[src/rtl/ec_point_double_seq.sv]
// Sequential projective point doubler for y^2 = x^3 + A*x + B over GF(P).
// One shared modular multiplier is stepped through 13 products by a small FSM.
module ec_point_double_seq #(
   parameter int WIDTH = 4,
   parameter int P     = 7,
   parameter int A     = 2
) (
   input  logic             clk,
   input  logic             rst_n,
   input  logic             start,
   input  logic [WIDTH-1:0] X1,
   input  logic [WIDTH-1:0] Y1,
   input  logic [WIDTH-1:0] Z1,
   output logic             busy,
   output logic             done,
   output logic             err,
   output logic [WIDTH-1:0] X2,
   output logic [WIDTH-1:0] Y2,
   output logic [WIDTH-1:0] Z2
);

   typedef enum logic [1:0] {IDLE, CALC, FIN} state_t;

   localparam logic [WIDTH:0]     P_E   = (WIDTH+1)'(P);
   localparam logic [2*WIDTH-1:0] P_W   = (2*WIDTH)'(P);
   localparam logic [WIDTH-1:0]   A_R   = WIDTH'(A % P);
   localparam logic [WIDTH-1:0]   ONE_R = WIDTH'(1 % P);
   localparam logic [3:0]         LAST  = 4'd12;

   // Both operands are already in [0, P-1], so one conditional subtract reduces.
   function automatic logic [WIDTH-1:0] add_m(input logic [WIDTH-1:0] a,
                                              input logic [WIDTH-1:0] b);
      logic [WIDTH:0] s;
      s = {1'b0, a} + {1'b0, b};
      if (s >= P_E) s = s - P_E;
      return s[WIDTH-1:0];
   endfunction

   function automatic logic [WIDTH-1:0] sub_m(input logic [WIDTH-1:0] a,
                                              input logic [WIDTH-1:0] b);
      logic [WIDTH:0] s;
      s = {1'b0, a} + P_E - {1'b0, b};
      if (s >= P_E) s = s - P_E;
      return s[WIDTH-1:0];
   endfunction

   function automatic logic [WIDTH-1:0] dbl_m(input logic [WIDTH-1:0] a);
      return add_m(a, a);
   endfunction

   function automatic logic [WIDTH-1:0] oct_m(input logic [WIDTH-1:0] a);
      return dbl_m(dbl_m(dbl_m(a)));
   endfunction

   state_t           state;
   logic [3:0]       step;
   logic [WIDTH-1:0] x, y, z;
   logic [WIDTH-1:0] t0, t1, s, w, t3, bv, h, t5, t6, t7;
   logic [WIDTH-1:0] xr, yr, zr;
   logic             res_err;

   logic [WIDTH-1:0]   mul_a, mul_b, r;
   logic [2*WIDTH-1:0] prod;
   logic               bad_operand;

   // NOTE: every always_comb output gets a default first, so no latch is inferred.
   always_comb begin
      mul_a = '0;
      mul_b = '0;
      case (step)
         4'd0:    begin mul_a = x;   mul_b = x;  end
         4'd1:    begin mul_a = z;   mul_b = z;  end
         4'd2:    begin mul_a = y;   mul_b = z;  end
         4'd3:    begin mul_a = A_R; mul_b = t1; end
         4'd4:    begin mul_a = x;   mul_b = y;  end
         4'd5:    begin mul_a = t3;  mul_b = s;  end
         4'd6:    begin mul_a = w;   mul_b = w;  end
         4'd7:    begin mul_a = h;   mul_b = s;  end
         4'd8:    begin mul_a = y;   mul_b = y;  end
         4'd9:    begin mul_a = s;   mul_b = s;  end
         4'd10:   begin mul_a = t5;  mul_b = t6; end
         4'd11:   begin mul_a = w;   mul_b = sub_m(dbl_m(dbl_m(bv)), h); end
         4'd12:   begin mul_a = t6;  mul_b = s;  end
         default: begin mul_a = '0;  mul_b = '0; end
      endcase
   end

   assign prod = {{WIDTH{1'b0}}, mul_a} * {{WIDTH{1'b0}}, mul_b};
   assign r    = WIDTH'(prod % P_W);

   assign bad_operand = ({1'b0, X1} >= P_E) || ({1'b0, Y1} >= P_E) || ({1'b0, Z1} >= P_E);

   // NOTE: sequential state uses non-blocking assignments only; the synchronous
   // reset clears scratch registers too, so an aborted run leaves nothing behind.
   always_ff @(posedge clk) begin
      if (!rst_n) begin
         state   <= IDLE;
         step    <= '0;
         busy    <= 1'b0;
         done    <= 1'b0;
         err     <= 1'b0;
         X2      <= '0;
         Y2      <= '0;
         Z2      <= '0;
         x       <= '0;
         y       <= '0;
         z       <= '0;
         t0      <= '0;
         t1      <= '0;
         s       <= '0;
         w       <= '0;
         t3      <= '0;
         bv      <= '0;
         h       <= '0;
         t5      <= '0;
         t6      <= '0;
         t7      <= '0;
         xr      <= '0;
         yr      <= '0;
         zr      <= '0;
         res_err <= 1'b0;
      end else begin
         done <= 1'b0;
         case (state)
            IDLE: begin
               if (start) begin
                  x    <= X1;
                  y    <= Y1;
                  z    <= Z1;
                  step <= '0;
                  busy <= 1'b1;
                  if (bad_operand) begin
                     res_err <= 1'b1;
                     xr      <= '0;
                     yr      <= '0;
                     zr      <= '0;
                     state   <= FIN;
                  end else if (Z1 == '0 || Y1 == '0) begin
                     res_err <= 1'b0;
                     xr      <= '0;
                     yr      <= ONE_R;
                     zr      <= '0;
                     state   <= FIN;
                  end else begin
                     res_err <= 1'b0;
                     state   <= CALC;
                  end
               end
            end

            CALC: begin
               case (step)
                  4'd0:  t0 <= r;
                  4'd1:  t1 <= r;
                  4'd2:  s  <= r;
                  4'd3:  w  <= add_m(r, add_m(dbl_m(t0), t0));
                  4'd4:  t3 <= r;
                  4'd5:  bv <= r;
                  4'd6:  h  <= sub_m(r, oct_m(bv));
                  4'd7:  xr <= dbl_m(r);
                  4'd8:  t5 <= r;
                  4'd9:  t6 <= r;
                  4'd10: t7 <= r;
                  4'd11: yr <= sub_m(r, oct_m(t7));
                  4'd12: zr <= oct_m(r);
                  default: ;
               endcase
               step <= step + 4'd1;
               if (step == LAST) state <= FIN;
            end

            FIN: begin
               X2    <= xr;
               Y2    <= yr;
               Z2    <= zr;
               err   <= res_err;
               done  <= 1'b1;
               busy  <= 1'b0;
               state <= IDLE;
            end

            default: state <= IDLE;
         endcase
      end
   end

endmodule
[config.mk]
export PLATFORM = sky130hd
export DESIGN_NAME = ec_point_double_seq
export DESIGN_NICKNAME = d
export VERILOG_FILES = /design/src/rtl/ec_point_double_seq.sv
export SDC_FILE = /design/constraint.sdc
export NUM_CORES = 1
export LEC_CHECK = 0
export BUFFER_PORTS_ARGS = -buffer_cell sky130_fd_sc_hd__buf_2
export CAP_MARGIN = 20
export CORE_MARGIN = 10
export CORE_UTILIZATION = 45
export DETAILED_ROUTE_END_ITERATION = 12
export PLACE_DENSITY_LB_ADDON = 0.25
export SYNTH_ARGS = -nofsm -noshare
export SYNTH_HDL_FRONTEND = slang
export SYNTH_SLANG_ARGS = --single-unit
[constraint.sdc]
create_clock -name clk -period 13.25 [get_ports clk]
set_clock_uncertainty 0.2 [all_clocks]
set_input_delay 2.65 -clock clk [delete_from_list [all_inputs] [get_ports clk]]
set_output_delay 2.65 -clock clk [all_outputs]
set_load 0.1 [all_outputs]
==> load_flow_metrics.sql, run 1 <==
INSERT INTO impl_metrics (metric_group, metric, value, unit) VALUES
('timing', 'achievable-frequency', '82.4', 'MHz'),
('finish', 'drive_above_1_share', '10.0', '%'),
('setup_path', 'timing.critical_path.to_type', 'flip-flop', ''),
('synthesis', 'ys.flop_type', 'dfxtp_1', ''),
('setup_path', 'critical-path-max-stage-delay', '590', 'ps'),
('synthesis', 'synth_top_cells_by_area', 'dfxtp_1, ha_1, nor2_1', ''),
('synthesis', 'yosysUniqueCellTypes', '87', ''),
('timing', 'final_worst_slack', '1110', 'ps'),
('timing', 'rsz0062_at_grt', 'no', ''),
('timing', 'final_hold_viol_count', '0', ''),
('drt', 'wl_per_cell', '16.5', 'um'),
('global_route', 'grt_start_max_net_pins', '63', ''),
('timing', 'fin_tns_setup', '0', 'ps'),
('synthesis', 'yosysWarningCount', '0', ''),
('timing', 'share_of_the_cycle_needed_by_the_critical_path_after_routing', '91.6', '%'),
('flow_run', 'maxCapViolations', '0', ''),
('cts', 'htreeDepth', '3', ''),
('floorplan', 'die-area', '19700', 'um^2'),
('placement', 'hpwl', '12.6', 'mm'),
('cts', 'tritoncts', 'built', ''),
('timing', 'final.min_clock_period', '12140', 'ps'),
('synthesis', 'synth-edff-count', '0', ''),
('finish', 'antenna-diode-count', '0', ''),
('global_route', 'wire_length_of_the_first_global_routing_pass', '28.3', 'mm'),
('placement', 'pre_cts_slack', '725', 'ps'),
('timing', 'maxSlewViolCount', '0', ''),
('timing', 'timing.final.setup_violations', '0', ''),
('setup_path', 'worst_ep_arrival_time', '12210', 'ps'),
('power_and_ir_drop', 'totalPowerFinal', '0.000751', 'W'),
('synthesis', 'ys_async_sr_fraction', '0', '%'),
('floorplan', 'die_span_in_y', '140', 'um'),
('floorplan', 'floorplan.initialDensity', '46.4', '%'),
('setup_path', 'worst_setup_path_start_kind', 'flip-flop', ''),
('synthesis', 'synthTopCellsByCount', 'nor2_1, dfxtp_1, nand2_1', ''),
('floorplan', 'fp-row-count', '43', ''),
('floorplan', 'ios', '30', ''),
('setup_path', 'r2r_setup_slack', '1110', 'ps'),
('cts', 'number_of_buffers_created_by_cts', '9', ''),
('drt', 'route.detailed.vias_per_inst', '5.90', ''),
('cts', 'clkTransAtPathRegs', '70', 'ps'),
('cts', 'clkSinkCount', '86', ''),
('drt', 'first_iter_violations', '487', ''),
('synthesis', 'syn_area_per_cell', '7.67', 'um^2'),
('placement', 'rd_place_congestion', '0.893', ''),
('cts', 'cts.repair_timing.setup_buffer_count', '0', ''),
('timing', 'max-slew-margin-rel', '39.9', '%'),
('finish', 'layout.nets', '922', ''),
('timing', 'timing_worst_slew_pin_value', '900', 'ps'),
('setup_path', 'critical-path-top-cell-by-count', 'ha_1', ''),
('synthesis', 'synth-seq-area-share', '26.4', '%'),
('synthesis', 'post-synth-top-area-cell', 'dfxtp_1', ''),
('global_route', 'grt_remaining_overflow', '0', ''),
('drt', 'post_route_drc', '0', ''),
('drt', 'drt_first_pass_iters', '5', ''),
('global_route', 'grt_antenna_before_repair', '0', ''),
('drt', 'drt_wl_total', '17.2', 'mm'),
('floorplan', 'coreArea', '14000', 'um^2'),
('synthesis', 'postSynthCellCount', '849', ''),
('cts', 'cell_chosen_for_the_clock_root', 'clkbuf_16', ''),
('global_route', 'vias_in_the_first_global_route', '5575', ''),
('floorplan', 'horiz_die_dim', '140', 'um'),
('placement', 'port_buffers', '29', ''),
('cts', 'cts_hold_buf', '0', ''),
('synthesis', 'yosys.area.top_type_share', '26.4', '%'),
('status', 'outcome', 'completed', ''),
('setup_path', 'critPathMaxFanout', '13', ''),
('setup_path', 'timing.critical_path.required', '13320', 'ps'),
('synthesis', 'yosys.cell_count.top_type', 'nor2_1', ''),
('power_and_ir_drop', 'leakagePower', '2.86', 'nW'),
('power_and_ir_drop', 'power.ir.vdd_worst', '74.9', 'uV'),
('timing', 'hold_worst_slack', '250', 'ps'),
('synthesis', 'postSynthNetCount', '916', ''),
('cts', 'clock_tree.buffer_depth', '2', ''),
('power_and_ir_drop', 'power-per-cell-area', '106', 'nW/um^2'),
('setup_path', 'worst-setup-path-type', 'reg2reg', ''),
('synthesis', 'synthesis.area', '6510', 'um^2'),
('setup_path', 'critical-path-slowest-cell', 'fa_1', ''),
('hold_path', 'hp-class', 'reg2reg', ''),
('synthesis', 'synth.ff_latch_count', '86', ''),
('global_route', 'grt_util_all_layers', '16.8', '%'),
('cts', 'clock_network_latency_to_the_later_pin_of_the_worst_skew_pair', '340', 'ps'),
('drt', 'route.vias.total', '6135', ''),
('drt', 'drtAntennaViolNets', '0', ''),
('finish', 'synthToLayoutAreaGrowth', '8.95', '%');
report_power, final:
group | switching [W] | internal (W) | leakage [nW]
clock | 0.000107 | 0.000146 | 0.142
combinational | 0.000143 | 0.0000877 | 2.02
sequential | 0.00000409 | 0.000263 | 0.696
cells by family (layout without fill, tap and decap cells):
group | count (synthesis) | count (layout) | share of synthesized area, %
buf+inv | 86 | 96 | 5.07
mux | 15 | 15 | 2.44
simple gates | 324 | 324 | 23.1
compound gates | 255 | 255 | 27.7
flops | 86 | 86 | 26.4
xor+xnor | 30 | 30 | 4.15
fa+ha+maj | 53 | 53 | 11.2
critical path: cells and delay by family (launching register included):
family	cells	cell delay [ps]
AO/OA/AOI/OAI	13	3210
XOR/XNOR	3	1020
adder cells (fa/ha/maj)	10	3710
buffers and inverters	5	610
flip-flops	1	330
multiplexers	2	450
AND/OR/NAND/NOR	12	2540
cell usage in the layout (no fill, tap or decap), drive strengths merged, types with 10 or more instances in the layout:
cell type / n
a22o: 14
nor3: 20
o21ai: 37
xnor2: 24
a21oi: 81
nor2: 118
mux2i: 11
a22oi: 10
clkbuf: 10
nand3: 35
dfxtp: 86
buf: 39
nand2: 85
inv: 42
a31oi: 11
ha: 43
a211oi: 12
a21o: 10
through the flow:
| stage | cells | instance area (um^2) | util, % |
|---|---|---|---|
| 2_1_floorplan | 849 | 6510 | - |
| 3_3_place_gp | 1022 | 6780 | 48.3 |
| 3_5_place_dp | 1023 | 6790 | 48.3 |
| 4_1_cts | 1038 | 7080 | 50.4 |
| 5_1_grt | 1039 | 7100 | 50.5 |
| 6_report | 1039 | 7100 | 50.5 |
worst paths after layout:
check,from,endpoint,cells past startpoint
worst min-delay path,Z2[0],Z2[0],2
worst max-delay path,bv[3],h[3],45
worst min register to register,Z2[0],Z2[0],2
worst max register to register,bv[3],h[3],45
layer usage:
layer | GRT usage [%] | share of wire (%) | routed length [um]
met5 | 0 | 0 | 0
met4 | 4.57 | 1.4 | 249
met3 | 1.99 | 3.0 | 512
met2 | 26.4 | 46 | 7930
met1 | 23.5 | 49 | 8480
final cells by class:
class,instances,area (um^2)
multi-input combinational,677,4480
clock buffer,10,229
sequential,86,1720
tap,180,225
timing repair buffer,39,220
inverter,42,158
fill,1397,6950
clock inverter,5,61.3
timing repair:
item	CTS	global route
setup endpoints to repair	0	12
resized for setup	0	3
hold endpoints to repair	0	0
Power figures use the tool's default switching activity.
==> run 2: changes to the inputs <==
ABC_AREA = 1   (was not set)
GPL_ROUTABILITY_DRIVEN = 0   (was not set)
==> load_flow_metrics.sql, run 2 <==
INSERT INTO impl_metrics (metric_group, metric, value, unit) VALUES
('hold_path', 'hp-start', 'yr[1]', ''),
('floorplan', 'die-area', '18900', 'um^2'),
('setup_path', 'r2r-start', 'bv[2]', ''),
('synthesis', 'share_of_the_synthesized_area_in_compound_gates_ao_oa_aoi_oai', '17.9', '%'),
('drt', 'post_route_drc', '0', ''),
('cts', 'clock_network_latency_to_the_later_pin_of_the_worst_skew_pair', '350', 'ps'),
('drt', 'route.detailed.vias_per_inst', '5.18', ''),
('drt', 'first_iter_violations', '423', ''),
('finish', 'layout.nets', '998', ''),
('synthesis', 'ys_async_sr_fraction', '0', '%'),
('cts', 'tritoncts', 'built', ''),
('drt', 'drtAntennaViolNets', '0', ''),
('synthesis', 'synthSimpleGateAreaFrac', '29.5', '%'),
('synthesis', 'synthXorXnorAreaFrac', '2.08', '%'),
('finish', 'post_layout_nonfiller_instances', '1112', ''),
('cts', 'htreeDepth', '3', ''),
('finish', 'antenna-diode-count', '0', ''),
('timing', 'share_of_the_cycle_needed_by_the_critical_path_after_routing', '74.4', '%'),
('setup_path', 'worst_setup_path_start_kind', 'flip-flop', ''),
('drt', 'route.vias.total', '5765', ''),
('hold_path', 'hp-class', 'reg2reg', ''),
('synthesis', 'yosysUniqueCellTypes', '56', ''),
('cts', 'clkTransAtPathRegs', '70', 'ps'),
('flow_run', 'maxCapViolations', '0', ''),
('setup_path', 'critical-path-max-stage-delay', '870', 'ps'),
('setup_path', 'worst-setup-path-type', 'reg2reg', ''),
('synthesis', 'synthTopCellsByCount', 'inv_1, nand2_1, nor2_1', ''),
('global_route', 'grt_start_max_net_pins', '43', ''),
('drt', 'drt_first_pass_iters', '6', ''),
('finish', 'final_common_cell', 'inv_1', ''),
('global_route', 'wire_length_of_the_first_global_routing_pass', '25.9', 'mm'),
('setup_path', 'critical-path-top-cell-by-count', 'nand2_1', ''),
('synthesis', 'synth-seq-area-share', '27.8', '%'),
('placement', 'hpwl', '12.1', 'mm'),
('synthesis', 'post-synth-top-area-cell', 'dfxtp_1', ''),
('timing', 'timing_worst_slew_pin_value', '1030', 'ps'),
('floorplan', 'die_span_in_y', '137', 'um'),
('synthesis', 'yosys.area.top_type_share', '27.8', '%'),
('floorplan', 'fp-row-count', '42', ''),
('setup_path', 'r2r_setup_slack', '3390', 'ps'),
('synthesis', 'synth_top_family_by_area', 'simple AND/OR/NAND/NOR gates', ''),
('setup_path', 'critPathMaxFanout', '7', ''),
('cts', 'clock_tree.buffer_depth', '2', ''),
('timing', 'fin_tns_setup', '0', 'ps'),
('global_route', 'grt_remaining_overflow', '0', ''),
('finish', 'synthToLayoutAreaGrowth', '10.7', '%'),
('drt', 'wl_per_cell', '14.0', 'um'),
('synthesis', 'synth.ff_latch_count', '86', ''),
('placement', 'pre_cts_slack', '3460', 'ps'),
('global_route', 'vias_in_the_first_global_route', '5361', ''),
('setup_path', 'critical-path-top-delay-family', 'adder cells', ''),
('timing', 'maxSlewViolCount', '0', ''),
('synthesis', 'postSynthCellCount', '902', ''),
('synthesis', 'ys.flop_type', 'dfxtp_1', ''),
('finish', 'layout.cells.most_common_list', 'inv_1, nand2_1, nor2_1, dfxtp_1, a21oi_1', ''),
('setup_path', 'r2r_end', 'h[3]', ''),
('status', 'outcome', 'completed', ''),
('hold_path', 'worst_hold_path_ep', 'yr[1]', ''),
('placement', 'port_buffers', '29', ''),
('synthesis', 'mux_contribution_to_synthesized_area', '0', '%'),
('floorplan', 'ios', '30', ''),
('synthesis', 'yosys.cell_count.top_type', 'inv_1', ''),
('synthesis', 'synth_top_cells_by_area', 'dfxtp_1, inv_1, ha_1', ''),
('synthesis', 'synthAdderAreaFrac', '11.6', '%'),
('setup_path', 'cp.buffers_inverters', '7', ''),
('timing', 'max-slew-margin-rel', '29.7', '%'),
('floorplan', 'horiz_die_dim', '137', 'um'),
('power_and_ir_drop', 'leakagePower', '3.31', 'nW'),
('hold_path', 'hold_depth', '2', ''),
('timing', 'final_worst_slack', '3390', 'ps'),
('placement', 'dpl.cell_count', '1096', ''),
('floorplan', 'floorplan.initialDensity', '46.4', '%'),
('synthesis', 'synthesis.area', '6200', 'um^2'),
('cts', 'clkSinkCount', '86', ''),
('finish', 'drive_above_1_share', '12.7', '%'),
('cts', 'cts.repair_timing.setup_buffer_count', '0', ''),
('cts', 'cts-resized-gates', '0', ''),
('global_route', 'grt_util_all_layers', '16.7', '%'),
('synthesis', 'postSynthNetCount', '969', ''),
('setup_path', 'critical-path-slowest-cell', 'a2111oi_0', ''),
('floorplan', 'coreArea', '13300', 'um^2'),
('power_and_ir_drop', 'totalPowerFinal', '0.000844', 'W'),
('global_route', 'grt_antenna_before_repair', '0', ''),
('setup_path', 'timing.critical_path.to_type', 'flip-flop', ''),
('setup_path', 'timing.critical_path.required', '13320', 'ps'),
('synthesis', 'synth-edff-count', '0', ''),
('power_and_ir_drop', 'power-per-cell-area', '123', 'nW/um^2'),
('timing', 'achievable-frequency', '101', 'MHz'),
('setup_path', 'rr_worst_depth', '54', ''),
('synthesis', 'syn_area_per_cell', '6.87', 'um^2'),
('setup_path', 'worst_ep_arrival_time', '9930', 'ps'),
('timing', 'final_hold_viol_count', '0', ''),
('timing', 'timing.final.setup_violations', '0', ''),
('timing', 'final.min_clock_period', '9860', 'ps'),
('timing', 'rsz0062_at_grt', 'no', ''),
('cts', 'cts_hold_buf', '0', ''),
('drt', 'drt_wl_total', '15.6', 'mm'),
('cts', 'cell_chosen_for_the_clock_root', 'clkbuf_16', ''),
('synthesis', 'yosysWarningCount', '0', ''),
('finish', 'nFillCells', '1373', ''),
('cts', 'number_of_buffers_created_by_cts', '9', ''),
('power_and_ir_drop', 'power.ir.vdd_worst', '83.2', 'uV');
## run 2: cell families (layout without fill, tap and decap cells)
kind of cell	count (synthesis)	after routing
buffers and inverters	184	218
DFF	86	86
and+or+nand+nor	377	377
xor gates and xnor gates	13	13
adders and majority gates	52	52
AOI/OAI and AO/OA	190	190
## run 2: layout make-up
type,instances,area [um^2],area share [%]
Multi-Input combinational cell,632,3780,55.1
Inverter,170,641,9.34
Clock inverter,7,104,1.51
Clock buffer,9,225,3.28
Timing Repair Buffer,32,168,2.44
Tap cell,176,220,3.21
Sequential cell,86,1720,25.1
## run 2: through the flow
| stage | hold slack [ps] | cell area [um^2] | util [%] |
|---|---|---|---|
| finish | 265 | 6860 | 51.4 |
| floorplan | 230 | 6200 | - |
| detailed placement | 259 | 6530 | 48.9 |
| CTS | 268 | 6860 | 51.4 |
| global route | 285 | 6860 | 51.4 |
| global placement | 257 | 6530 | 48.9 |
## run 2: worst min-delay path, stage by stage (launching register included)
cell	delay (ps)
dfxtp_1	310
nand2_1	60
a21oi_1	50
## run 2: layer usage
layer	GRT usage, %	wire, um	vias to the layer above
met5	0	0	-
met4	4.80	287	0
met3	3.17	715	28
met2	26.4	6930	115
met1	22.7	7630	2591
li1	-	-	3031
## run 2: power breakdown
part	switching [W]	total [W]	internal (W)
registers	0.00000539	0.000274	0.000268
clock network	0.000110	0.000278	0.000168
logic	0.000199	0.000292	0.0000928
total	0.000315	0.000844	0.000529
## run 2: worst max path at each step
stage	start	end	slack, ps	cells past startpoint
floorplan	bv[2]	yr[0]	4400	55
global placement	bv[2]	h[0]	3780	54
detailed placement	bv[2]	yr[0]	3460	55
CTS	bv[2]	yr[0]	3420	56
global route	bv[2]	yr[0]	2400	55
finish	bv[2]	h[3]	3390	54
==> run 3: changes to the inputs <==
ABC_AREA = 0   (was 1)
clock period = 8.47 ns   (was 13.25 ns; I/O delays follow)
==> load_flow_metrics.sql, run 3 (synthesized netlist as in run 1, its figures left out) <==
INSERT INTO impl_metrics (metric_group, metric, value, unit) VALUES
('finish', 'nFillCells', '1083', ''),
('finish', 'antenna-diode-count', '0', ''),
('hold_path', 'hp-start', 'X2[1]', ''),
('timing', 'max-slew-margin-rel', '41.3', '%'),
('setup_path', 'r2r-start', 'bv[2]', ''),
('hold_path', 'worst_hold_path_ep', 'X2[1]', ''),
('setup_path', 'timing.critical_path.to_type', 'flip-flop', ''),
('hold_path', 'hold_depth', '2', ''),
('floorplan', 'horiz_die_dim', '140', 'um'),
('cts', 'clock_tree.buffer_depth', '2', ''),
('flow_run', 'maxCapViolations', '0', ''),
('setup_path', 'timing.critical_path.required', '8550', 'ps'),
('timing', 'timing.final.setup_violations', '14', ''),
('finish', 'layout.nets', '1128', ''),
('global_route', 'wire_length_of_the_first_global_routing_pass', '33.0', 'mm'),
('placement', 'hpwl', '14.6', 'mm'),
('setup_path', 'r2r_setup_slack', '-1200', 'ps'),
('setup_path', 'critical-path-top-cell-by-count', 'ha_4', ''),
('cts', 'cell_chosen_for_the_clock_root', 'clkbuf_16', ''),
('finish', 'post-route-util', '67.5', '%'),
('drt', 'route.vias.total', '7104', ''),
('setup_path', 'worst-setup-path-type', 'reg2reg', ''),
('setup_path', 'critPathMaxFanout', '5', ''),
('setup_path', 'critical-path-top-delay-family', 'compound AO/OA/AOI/OAI gates', ''),
('timing', 'final_hold_viol_count', '0', ''),
('power_and_ir_drop', 'leakagePower', '4.00', 'nW'),
('drt', 'wl_per_cell', '17.1', 'um'),
('drt', 'post_route_drc', '0', ''),
('timing', 'fin_tns_setup', '-12920', 'ps'),
('global_route', 'grt_util_all_layers', '19.6', '%'),
('cts', 'tritoncts', 'built', ''),
('finish', 'final_common_cell', 'buf_4', ''),
('drt', 'drtAntennaViolNets', '0', ''),
('global_route', 'grt_remaining_overflow', '0', ''),
('timing', 'share_of_the_cycle_needed_by_the_critical_path_after_routing', '114', '%'),
('global_route', 'grt_antenna_before_repair', '0', ''),
('finish', 'drive_above_1_share', '36.9', '%'),
('setup_path', 'worst_ep_arrival_time', '9750', 'ps'),
('setup_path', 'cp.buffers_inverters', '3', ''),
('setup_path', 'rr_worst_depth', '41', ''),
('cts', 'clkSinkCount', '86', ''),
('power_and_ir_drop', 'power-per-cell-area', '151', 'nW/um^2'),
('finish', 'sequential_cell_area', '1720', 'um^2'),
('drt', 'first_iter_violations', '626', ''),
('timing', 'achievable-frequency', '103', 'MHz'),
('floorplan', 'die-area', '19700', 'um^2'),
('power_and_ir_drop', 'power.ir.vdd_worst', '114', 'uV'),
('global_route', 'grt_start_max_net_pins', '62', ''),
('finish', 'synthToLayoutAreaGrowth', '45.6', '%'),
('floorplan', 'ios', '30', ''),
('floorplan', 'coreArea', '14000', 'um^2'),
('timing', 'rsz0062_at_grt', 'yes', ''),
('timing', 'final.min_clock_period', '9670', 'ps'),
('timing', 'final_worst_slack', '-1200', 'ps'),
('status', 'failed_checks', 'negative setup slack', ''),
('timing', 'maxSlewViolCount', '0', ''),
('global_route', 'vias_in_the_first_global_route', '6687', ''),
('drt', 'drt_first_pass_iters', '5', ''),
('finish', 'layout.cells.most_common_list', 'buf_4, nor2_1, dfxtp_1, nand2_1, a21oi_1', ''),
('placement', 'port_buffers', '29', ''),
('setup_path', 'critical-path-slowest-cell', 'fa_1', ''),
('status', 'outcome', 'finished, violations left', ''),
('floorplan', 'floorplan.initialDensity', '46.4', '%'),
('drt', 'drt_wl_total', '21.3', 'mm'),
('cts', 'clkTransAtPathRegs', '70', 'ps'),
('setup_path', 'r2r_end', 'h[3]', ''),
('floorplan', 'die_span_in_y', '140', 'um'),
('cts', 'number_of_buffers_created_by_cts', '9', ''),
('setup_path', 'critical-path-max-stage-delay', '510', 'ps'),
('timing', 'timing_worst_slew_pin_value', '879', 'ps'),
('cts', 'htreeDepth', '3', ''),
('finish', 'multi_input_logic_area', '5200', 'um^2'),
('floorplan', 'fp-row-count', '43', ''),
('setup_path', 'worst_setup_path_start_kind', 'flip-flop', ''),
('cts', 'clock_network_latency_to_the_later_pin_of_the_worst_skew_pair', '340', 'ps'),
('hold_path', 'hp-class', 'reg2reg', ''),
('drt', 'route.detailed.vias_per_inst', '5.71', '');
## run 3: changes by cell type in the layout (fill, tap and decap cells not counted), moves of 10 or more
cell,change
xnor2_1,+12
buf_6,+11
buf_4,+197
o22ai_1,-13
ha_4,+10
inv_1,-128
nor2_1,+16
ha_1,-12
o21ai_0,-35
nand3_1,-29
a22o_1,+14
nand2_2,-18
nand2_1,-66
## run 3: how the worst max path moves through the flow
| stage | start | endpoint | slack (ps) | depth (start not counted) |
|---|---|---|---|---|
| finish | bv[2] | h[3] | -1200 | 41 |
| CTS | bv[3] | h[3] | -1080 | 45 |
| floorplan | bv[3] | h[3] | -1290 | 45 |
| detailed placement | bv[2] | h[0] | -1340 | 47 |
| global route | bv[2] | h[3] | -1590 | 45 |
| global placement | bv[2] | h[1] | -1150 | 47 |
## run 3: power by group
part	switching, W	internal, W
registers	0.00000667	0.000411
logic	0.000304	0.000290
clock network	0.000167	0.000258
total	0.000478	0.000958
## run 3: repair_timing
action,in CTS,in global routing
pin swaps,27,18
resized for setup,40,64
setup endpoints to repair,16,40
buffers inserted,16,28
hold buffers,0,0
## run 3: metal layers
metal / part of all wire (%) / vias to the layer above / track usage [%]
met2: 50 / 220 / 33.6
met4: 1.7 / 0 / 3.53
li1: - / 3508 / -
met1: 44 / 3340 / 25.9
met5: 0 / - / 0
met3: 4.6 / 36 / 2.50
## run 3: worst register-to-register path, delay by kind of cell (launching register included)
family                   cells  cell delay, ps
AO/OA/AOI/OAI               14            3380
adder cells (fa/ha/maj)      9            2640
AND/OR/NAND/NOR             11            1790
multiplexers                 2             520
XOR/XNOR                     2             440
flip-flops                   1             320
buffers and inverters        3             300
## run 3: layout make-up
| class | instances | share of cell area, % |
|---|---|---|
| flip-flops and latches | 86 | 18.2 |
| repair buffers | 245 | 19.6 |
| well taps | 180 | 2.37 |
| inverters | 42 | 1.72 |
| multi-input cells | 677 | 54.8 |
| clock inverters | 5 | 0.884 |
| clock buffers | 10 | 2.41 |
## run 3: metrics by stage
step	setup slack, ps	total power (W)	cell area (um^2)	hold WS [ps]	instances
2_1_floorplan	-1290	0.000727	6840	232	849
3_3_place_gp	-1150	0.000891	8360	242	1187
3_5_place_dp	-1340	0.000896	8370	243	1188
4_1_cts	-1080	0.00136	8990	252	1218
5_1_grt	-1590	0.00150	9480	270	1245
6_report	-1200	0.00144	9480	251	1245
